[src/rtl/i2c_master_arbiter.sv]
// Round-robin arbiter sharing one i2c_master between NUM_REQ requesters,
// gating grants on the TDM slot that currently powers each request's target device.
module i2c_master_arbiter #(
    parameter int unsigned NUM_REQ   = 4,
    parameter int unsigned IDW       = 2,
    parameter logic [15:0] TIMEOUT   = 16'd60000,
    parameter logic [7:0]  START_WIN = 8'd16
) (
    input  logic                   clk,
    input  logic                   rst_n,
    input  logic [NUM_REQ-1:0]     req,
    input  logic [NUM_REQ-1:0]     req_rw,
    input  logic [2*NUM_REQ-1:0]   req_dev,
    input  logic [7*NUM_REQ-1:0]   req_slave_addr,
    input  logic [8*NUM_REQ-1:0]   req_reg_addr,
    input  logic [8*NUM_REQ-1:0]   req_data_wr,
    input  logic                   tdm_enable,
    input  logic [1:0]             active_device,
    input  logic                   slot_open,
    output logic [NUM_REQ-1:0]     done,
    output logic [7:0]             rd_data,
    output logic                   err,
    output logic                   m_enable,
    output logic                   m_rw,
    output logic [6:0]             m_slave_addr,
    output logic [7:0]             m_reg_addr,
    output logic [7:0]             m_data_wr,
    input  logic [7:0]             m_data_rd,
    input  logic                   m_busy,
    input  logic                   m_ack_error,
    output logic [IDW-1:0]         grant_id,
    output logic [2:0]             arb_state,
    output logic                   arb_busy
);

    // Requester handshake: req[i] is a level held until done[i] pulses for one
    // cycle; once granted the transaction runs to completion whatever req does.
    typedef enum logic [2:0] {
        S_IDLE   = 3'd0,
        S_LAUNCH = 3'd1,
        S_START  = 3'd2,
        S_RUN    = 3'd3,
        S_DONE   = 3'd4
    } state_t;

    state_t         state_q, state_d;
    logic [IDW-1:0] grant_id_q, grant_id_d;
    logic           m_rw_q, m_rw_d;
    logic [6:0]     m_slave_addr_q, m_slave_addr_d;
    logic [7:0]     m_reg_addr_q, m_reg_addr_d;
    logic [7:0]     m_data_wr_q, m_data_wr_d;
    logic [7:0]     rd_data_q, rd_data_d;
    logic           err_q, err_d;
    logic [15:0]    timer_q, timer_d;

    logic [NUM_REQ-1:0] eligible;
    logic               pick_valid;
    logic [IDW-1:0]     pick_idx;
    logic [IDW-1:0]     cand;
    logic               sel_rw;
    logic [6:0]         sel_slave_addr;
    logic [7:0]         sel_reg_addr;
    logic [7:0]         sel_data_wr;
    logic               launch_go;
    logic [15:0]        timer_inc;
    logic               start_expired;
    logic               run_expired;

    always_comb begin
        eligible = '0;
        for (int i = 0; i < NUM_REQ; i++) begin
            eligible[i] = req[i] &&
                          (!tdm_enable || (slot_open && (req_dev[2*i +: 2] == active_device)));
        end
    end

    // Scan upward starting one past the last grant so every requester gets a turn.
    always_comb begin
        pick_valid = 1'b0;
        pick_idx   = '0;
        cand       = '0;
        for (int unsigned k = 1; k <= NUM_REQ; k++) begin
            cand = IDW'((32'(grant_id_q) + k) % NUM_REQ);
            if (!pick_valid && eligible[cand]) begin
                pick_valid = 1'b1;
                pick_idx   = cand;
            end
        end
    end

    always_comb begin
        sel_rw         = 1'b0;
        sel_slave_addr = '0;
        sel_reg_addr   = '0;
        sel_data_wr    = '0;
        for (int i = 0; i < NUM_REQ; i++) begin
            if (pick_idx == IDW'(i)) begin
                sel_rw         = req_rw[i];
                sel_slave_addr = req_slave_addr[7*i +: 7];
                sel_reg_addr   = req_reg_addr[8*i +: 8];
                sel_data_wr    = req_data_wr[8*i +: 8];
            end
        end
    end

    assign launch_go     = pick_valid && !m_busy;
    assign timer_inc     = (timer_q == 16'hFFFF) ? timer_q : timer_q + 16'd1;
    assign start_expired = (timer_q >= {8'd0, START_WIN});
    assign run_expired   = (timer_q >= TIMEOUT);

    always_ff @(posedge clk or negedge rst_n) begin
        if (!rst_n) begin
            state_q <= S_IDLE;
        end else begin
            state_q <= state_d;
        end
    end

    always_comb begin
        state_d = state_q;
        case (state_q)
            S_IDLE:   if (launch_go) state_d = S_LAUNCH;
            S_LAUNCH: state_d = S_START;
            S_START: begin
                if (m_busy) begin
                    state_d = S_RUN;
                end else if (start_expired) begin
                    state_d = S_DONE;
                end
            end
            S_RUN:    if (!m_busy || run_expired) state_d = S_DONE;
            S_DONE:   state_d = S_IDLE;
            default:  state_d = S_IDLE;
        endcase
    end

    always_comb begin
        m_enable = (state_q == S_LAUNCH);
        arb_busy = (state_q != S_IDLE);
        done     = '0;
        if (state_q == S_DONE) begin
            for (int i = 0; i < NUM_REQ; i++) begin
                done[i] = (grant_id_q == IDW'(i));
            end
        end
    end

    // Command fields only change on a grant, so they stay stable for the whole transaction.
    always_comb begin
        grant_id_d     = grant_id_q;
        m_rw_d         = m_rw_q;
        m_slave_addr_d = m_slave_addr_q;
        m_reg_addr_d   = m_reg_addr_q;
        m_data_wr_d    = m_data_wr_q;
        rd_data_d      = rd_data_q;
        err_d          = err_q;
        timer_d        = timer_q;
        case (state_q)
            S_IDLE: begin
                if (launch_go) begin
                    grant_id_d     = pick_idx;
                    m_rw_d         = sel_rw;
                    m_slave_addr_d = sel_slave_addr;
                    m_reg_addr_d   = sel_reg_addr;
                    m_data_wr_d    = sel_data_wr;
                end
            end
            S_LAUNCH: timer_d = '0;
            S_START: begin
                timer_d = timer_inc;
                if (!m_busy && start_expired) begin
                    err_d = 1'b1;
                end
            end
            S_RUN: begin
                timer_d = timer_inc;
                if (!m_busy) begin
                    rd_data_d = m_data_rd;
                    err_d     = m_ack_error;
                end else if (run_expired) begin
                    err_d = 1'b1;
                end
            end
            default: ;
        endcase
    end

    always_ff @(posedge clk or negedge rst_n) begin
        if (!rst_n) begin
            grant_id_q     <= IDW'(NUM_REQ - 1);
            m_rw_q         <= 1'b0;
            m_slave_addr_q <= '0;
            m_reg_addr_q   <= '0;
            m_data_wr_q    <= '0;
            rd_data_q      <= '0;
            err_q          <= 1'b0;
            timer_q        <= '0;
        end else begin
            grant_id_q     <= grant_id_d;
            m_rw_q         <= m_rw_d;
            m_slave_addr_q <= m_slave_addr_d;
            m_reg_addr_q   <= m_reg_addr_d;
            m_data_wr_q    <= m_data_wr_d;
            rd_data_q      <= rd_data_d;
            err_q          <= err_d;
            timer_q        <= timer_d;
        end
    end

    assign grant_id     = grant_id_q;
    assign m_rw         = m_rw_q;
    assign m_slave_addr = m_slave_addr_q;
    assign m_reg_addr   = m_reg_addr_q;
    assign m_data_wr    = m_data_wr_q;
    assign rd_data      = rd_data_q;
    assign err          = err_q;
    assign arb_state    = state_q;

endmodule

[config.mk]
export PLATFORM = sky130hd
export DESIGN_NAME = i2c_master_arbiter
export DESIGN_NICKNAME = d
export VERILOG_FILES = /design/src/rtl/i2c_master_arbiter.sv
export SDC_FILE = /design/constraint.sdc
export NUM_CORES = 1
export LEC_CHECK = 0
export BUFFER_PORTS_ARGS = -buffer_cell sky130_fd_sc_hd__buf_2
export CAP_MARGIN = 20
export CORE_ASPECT_RATIO = 1.1
export CORE_MARGIN = 10
export CORE_UTILIZATION = 48
export DETAILED_ROUTE_END_ITERATION = 8
export GPL_ROUTABILITY_DRIVEN = 0
export PLACE_DENSITY = 0.78
export RECOVER_POWER = 100
export SLEW_MARGIN = 20
export SYNTH_ARGS = -nofsm -noshare
export SYNTH_HDL_FRONTEND = slang
export SYNTH_SLANG_ARGS = --single-unit
[constraint.sdc]
create_clock -name clk -period 3.55 [get_ports clk]
set_input_delay 0.71 -clock clk [delete_from_list [all_inputs] [get_ports clk]]
set_output_delay 0.71 -clock clk [all_outputs]
set_load 0.01 [all_outputs]
# After elaboration in Yosys (flattened, before gate mapping)
# Index checks and enable logic that the tools add are counted.
# classes
addsub,5
magnitude_cmp,6
n_eq_ne,21
n_mux,44
n_bitwise,1
n_reduce_logical,35
# op_table
operator,count
2-to-1 mux 8 bit,8
one-hot mux 16 bit (2 select lines),1
2-to-1 mux 7 bit,4
"adder 16 x 1 -> 16 bit, second input constant",1
"== test 16 bit, second input constant",1
">= comparator 16 bit, second input constant",1
">= comparator 16 x 5 -> 1 bit, second input constant",1
2-to-1 mux 16 bit,1
2-to-1 mux 1 bit,15
logical AND 1 bit,13
"< comparator 2 x 3 -> 1 bit, second input constant",4
2-to-1 mux 3 bit,4
one-hot mux 3 bit (4 select lines),1
binary-select mux 1 bit (select 2 bit),4
== test 2 bit,4
"== test 2 bit, second input constant",4
2-to-1 mux 2 bit,4
"inequality test 2 bit, second input constant",4
"== test 3 x 2 -> 1 bit, second input constant",2
"inequality test 3 bit, second input constant",2
AND reduction 2 bit,3
AND reduction 3 bit,2
logical NOT 1 bit,5
logical OR 1 bit,5
other kinds (13),18
# totals
register_bits,54
output_inout_bits,44
wordCells,121

# Logic depth before layout (Yosys ltp)
# depth
depth_word,21
ltp_mapped,12
ltp_nobuf,9

# Worst setup path after synthesis
# OpenSTA, ideal clock, no wires.
# synth_timing
kind,register to register
startpoint,"register grant_id_q[0], in the netlist grant_id[0]"
endpoint,"register m_reg_addr_q[4], in the netlist m_reg_addr[4]"
setup_time_ns,0.126
arrival_ns,3.039
required_time_ns,3.424
path_slack_ns,0.385
path_stages_with_launch,12
n_path_buf,2
synth_period_minus_slack_ns,3.165
cell_sequence,dfstp_2 buf_6 inv_1 ha_1 inv_1 or4_1 a21oi_1 a21oi_1 o311ai_4 buf_8 mux2_4 a221o_1
# synth_via
elab_chain_len,18
word_cells_on_any_way,36
# synth_lines
element,line,rtl
start: declaration,47,"logic [IDW-1:0] grant_id_q, grant_id_d;"
start signal: assignment,190,grant_id_q <= IDW'(NUM_REQ - 1);
start signal: assignment,199,grant_id_q <= grant_id_d;
adder 2 x 1 -> 2 bit,83,cand = IDW'((32'(grant_id_q) + k) % NUM_REQ);
binary-select mux 1 bit (select 2 bit),84,if (!pick_valid && eligible[cand]) begin
2-to-1 mux 1 bit (implied by the code),84,
2-to-1 mux 1 bit,84,
logical NOT 1 bit,84,
logical AND 1 bit,84,
2-to-1 mux 1 bit,84,
logical NOT 1 bit,84,
logical AND 1 bit,84,
2-to-1 mux 1 bit,84,
logical NOT 1 bit,84,
logical AND 1 bit,84,
2-to-1 mux 2 bit,84,
logical NOT 2 bit,97,if (pick_idx == IDW'(i)) begin
2-to-1 mux 8 bit (4 in series),97,
end signal: assignment,202,m_reg_addr_q <= m_reg_addr_d;
end: declaration,50,"logic [7:0] m_reg_addr_q, m_reg_addr_d;"
# Parallel ways exist; a longest one is shown, timed or not. The select of a mux whose other input is x is not followed.
# A chain may end at the register's enable or synchronous reset.

# Worst setup path in the final report
# layout_timing
startpoint,"register grant_id_q[1], in the netlist grant_id[1]"
endpoint,"register m_reg_addr_q[5], in the netlist m_reg_addr[5]"
# The elaborated chain is that of the path after synthesis.

==> summary.md <==
| Metric | Value |
|---|---|
| TritonCTS clock tree | yes |
| First DRT Iteration DRCs | 143 |
| Die X | 104 um |
| Status | complete, but fails checks |
| CP startpoint kind | flop |
| Slowest stage delay, CP | about 0.64 ns |
| Worst Setup End Kind | flop |
| Synth area leader | dfrtp_1 |
| Layout cell share with drive strength beyond 1 | 35.3% |
| N_diodes | 0 |
| Worst reg2reg setup slack | around 0.26 ns |
| Register area share after synthesis | 36.5% |
| CP bufs+invs | 4 |
| Most frequent cells in the layout | buf_2 (125), dfrtp_1 (52), nor2_1 (47), mux2i_1 (46), clkbuf_1 (46) |
| Resized Gates After CTS | 0 |
| Tot GR Track Use | 17.8% |
| Antenna violations before repair | 0 |
| Max-cap violations | 1 |
| Cell Rows | 33 |
| CTS Buf Count | 5 |
| First drt pass iteration count | 4 |
| Post-Route WL | approximately 11000 um |
| Worst-path clk slew | ~0.1 ns |
| Post-synth EDFFs | 0 |
| GRT Residual Overflow | 0 |
| Antenna Nets Post-Route | 0 |
| Register Area | roughly 1400 sq um |
| Post-Syn Area | 3710 sq um |
| Pin count of the biggest net entering global routing | 43 |
| Clock Sinks | 54 |
| Crit Path Category | flop to flop |
| Root Driver | clkbuf_8 |
| Max Root-Sink Buffers | 2 |
| Setup Viol. Count Final | 0 |
| Cells after Synth | 350 |
| Crit path DAT | between 3 and 4 ns |
| Final Util | 61.4% |
| H-tree depth | 2 |
| Hold Path Class | flop to flop |
| Final hold vios | 0 |
| Post-synth top flop | dfrtp_1 |
| Worst-path maximum fanout | 10 |
| Least-Margin Pin Slew | between 1.5 and 2 ns |
| Slew Viols, Final | 33 |
| Filler cells | 671 |
| Clk Latency, worst-skew pair | 0.30 ns |
| Asr flop ratio synth | 100% |
| First-pass GRT wire length | 17600 um |
| Commonest non-fill, non-tap cell in the layout | buf_2 |
| Yosys cell types | 53 |
| WL per Instance | 18.0 um |
| TNS Setup | 0 ns |
| Die height | 112 um |
| Total number of vias | 3359 |
| Final Critical Period | 3.29 ns |
| Max Freq | 304 MHz |
| Failing checks | capacitance limit, slew limit |
| Die footprint | 11600 sq um |
| Syn Nets | 480 |
| Cell Count, Final, Fillers Out | 615 |
| Family with the most delay on the worst path | compound AO/OA/AOI/OAI gates |
| Slowest cell on the critical path | dfstp_2 |
| Final period util | 92.6% |
| Ports | between 150 and 200 |
| Final HPWL DP | 8770 um |
| Crit path cell chain | inv_1 -> ha_1 -> inv_1 -> or4_1 -> a21oi_1 -> a21oi_1 -> o311ai_4 -> buf_12 -> clkbuf_1 -> mux2_4 -> a221o_1 |
| Vias per std cell | between 5 and 6 |
| Synth top area share | 35.1% |
| Synthesis-to-finish area growth | 23.8% |
| Yosys reg bits | 54 |
| Post-Syn Area per Cell | around 11 sq um |
| RSZ-0062 raised after global routing | false |
| Core box area | 7470 sq um |
| Leakage | 2.25 nW |
| Hold_buf cts | 0 |
| Max-Slew Margin vs Limit | -16.4% |
| Port Buf Inserts | 167 |
| WP data required | 3.73 ns |
| Setup Fix Bufs, Post-CTS | 0 |
| Synth area leaders | dfrtp_1 (35%), mux2i_1 (12%), a221oi_2 (8.5%), nor2_1 (4.7%), mux2_2 (4.3%) |
| Clock Skews | 0.00883 ns |
| Worst VDD drop | approximately 0.42 mV |
| Multi-input logic area | between 2000 and 2500 sq um |
| DRC viols | 0 |
| Fin nets | ~640 |
| DP Cell Count | 605 |
| PD cells | 743 nW/um^2 |
| Vias in the first global route | 3558 |
| Yosys warnings | 0 |
| Initial core utilization | 49.6% |
-- registers in the layout, indices dropped and copies added (netlist names) --
name and count:
arb_state 3, err 1, grant_id 2, m_data_wr 8, m_reg_addr 8, m_rw 1
m_slave_addr 7, rd_data 8, timer_q 16
-- logic make-up after synthesis --
family / Yosys count / synth area share, %
adder cells (fa/ha/maj): 6 / 2.02
XOR/XNOR: 22 / 6.21
flip-flops: 54 / 36.5
AND/OR/NAND/NOR: 106 / 14.0
buffers and inverters: 35 / 5.97
AO/OA/AOI/OAI: 64 / 17.4
multiplexers: 63 / 17.9
-- Yosys cell counts (all sizes together), types with 3 or more instances --
cell    count
a221o       3
buf        13
or4         3
o21ai       9
clkbuf     12
a21o        3
nor3        5
a21oi       9
and2        7
nand3       9
mux2       17
xor2       12
nand4      10
nor4        4
and3        8
inv        10
nor2       47
dfrtp      52
ha          6
nand2       9
xnor2      10
mux2i      46
a221oi     21
a211o       3
-- power breakdown --
group | switching, mW | total, mW | leakage [nW] | internal, mW
Combinational | 1.06 | 1.96 | 1.54 | 0.899
Sequential | 0.184 | 1.04 | 0.652 | 0.857
Clock | 0.205 | 0.416 | 0.0514 | 0.211
-- stage by stage --
stage	hold WS [ns]	power (mW)	instance area, sq um	setup WS (ns)
after CTS	0.480	3.50	4680	0.153
after global placement	0.484	3.00	4570	0.247
after global routing	0.545	3.67	4590	0.0523
final	0.518	3.41	4590	0.262
after detailed placement	0.495	3.08	4570	0.150
after floorplan	0.414	2.60	3710	0.385
-- worst register-to-register path: cells and delay by family (launching register included) --
kind | cells | cell delay [ns]
AO/OA/AOI/OAI | 4 | 0.85
adder cells (fa/ha/maj) | 1 | 0.36
buffers and inverters | 4 | 0.47
flip-flops | 1 | 0.64
multiplexers | 1 | 0.31
AND/OR/NAND/NOR | 1 | 0.55
-- layer usage --
metal | global-route usage, % | routed length (um) | part of all wire, %
met1 | 21.6 | 4590 | 42
met2 | 31.0 | 5640 | 51
met3 | 4.35 | 674 | 6.1
met4 | 4.55 | 144 | 1.3
met5 | 0 | 0 | 0
-- worst paths after layout --
| kind | from | endpoint | depth (start not counted) |
|---|---|---|---|
| max | grant_id[1]$_DFFE_PN1P_ | m_reg_addr[5]$_DFFE_PN0P_ | 11 |
| min | rd_data[3]$_DFFE_PN0P_ | rd_data[3]$_DFFE_PN0P_ | 1 |
| max reg2reg | grant_id[1]$_DFFE_PN1P_ | m_reg_addr[5]$_DFFE_PN0P_ | 11 |
| min reg2reg | rd_data[3]$_DFFE_PN0P_ | rd_data[3]$_DFFE_PN0P_ | 1 |
| max in group asynchronous | rst_n | m_data_wr[4]$_DFFE_PN0P_ | 2 |
| min in group asynchronous | rst_n | timer_q[3]$_DFFE_PN0P_ | 1 |
-- area by class of cell --
class                   instances  area share [%]
clock inverters                 2           0.817
clock buffers                   6            1.58
multi-input cells             261            45.4
flip-flops and latches         54            29.5
well taps                     105            2.86
inverters                      10           0.817
repair buffers                177            19.0
Note: power is estimated with default switching activity, not from simulation.
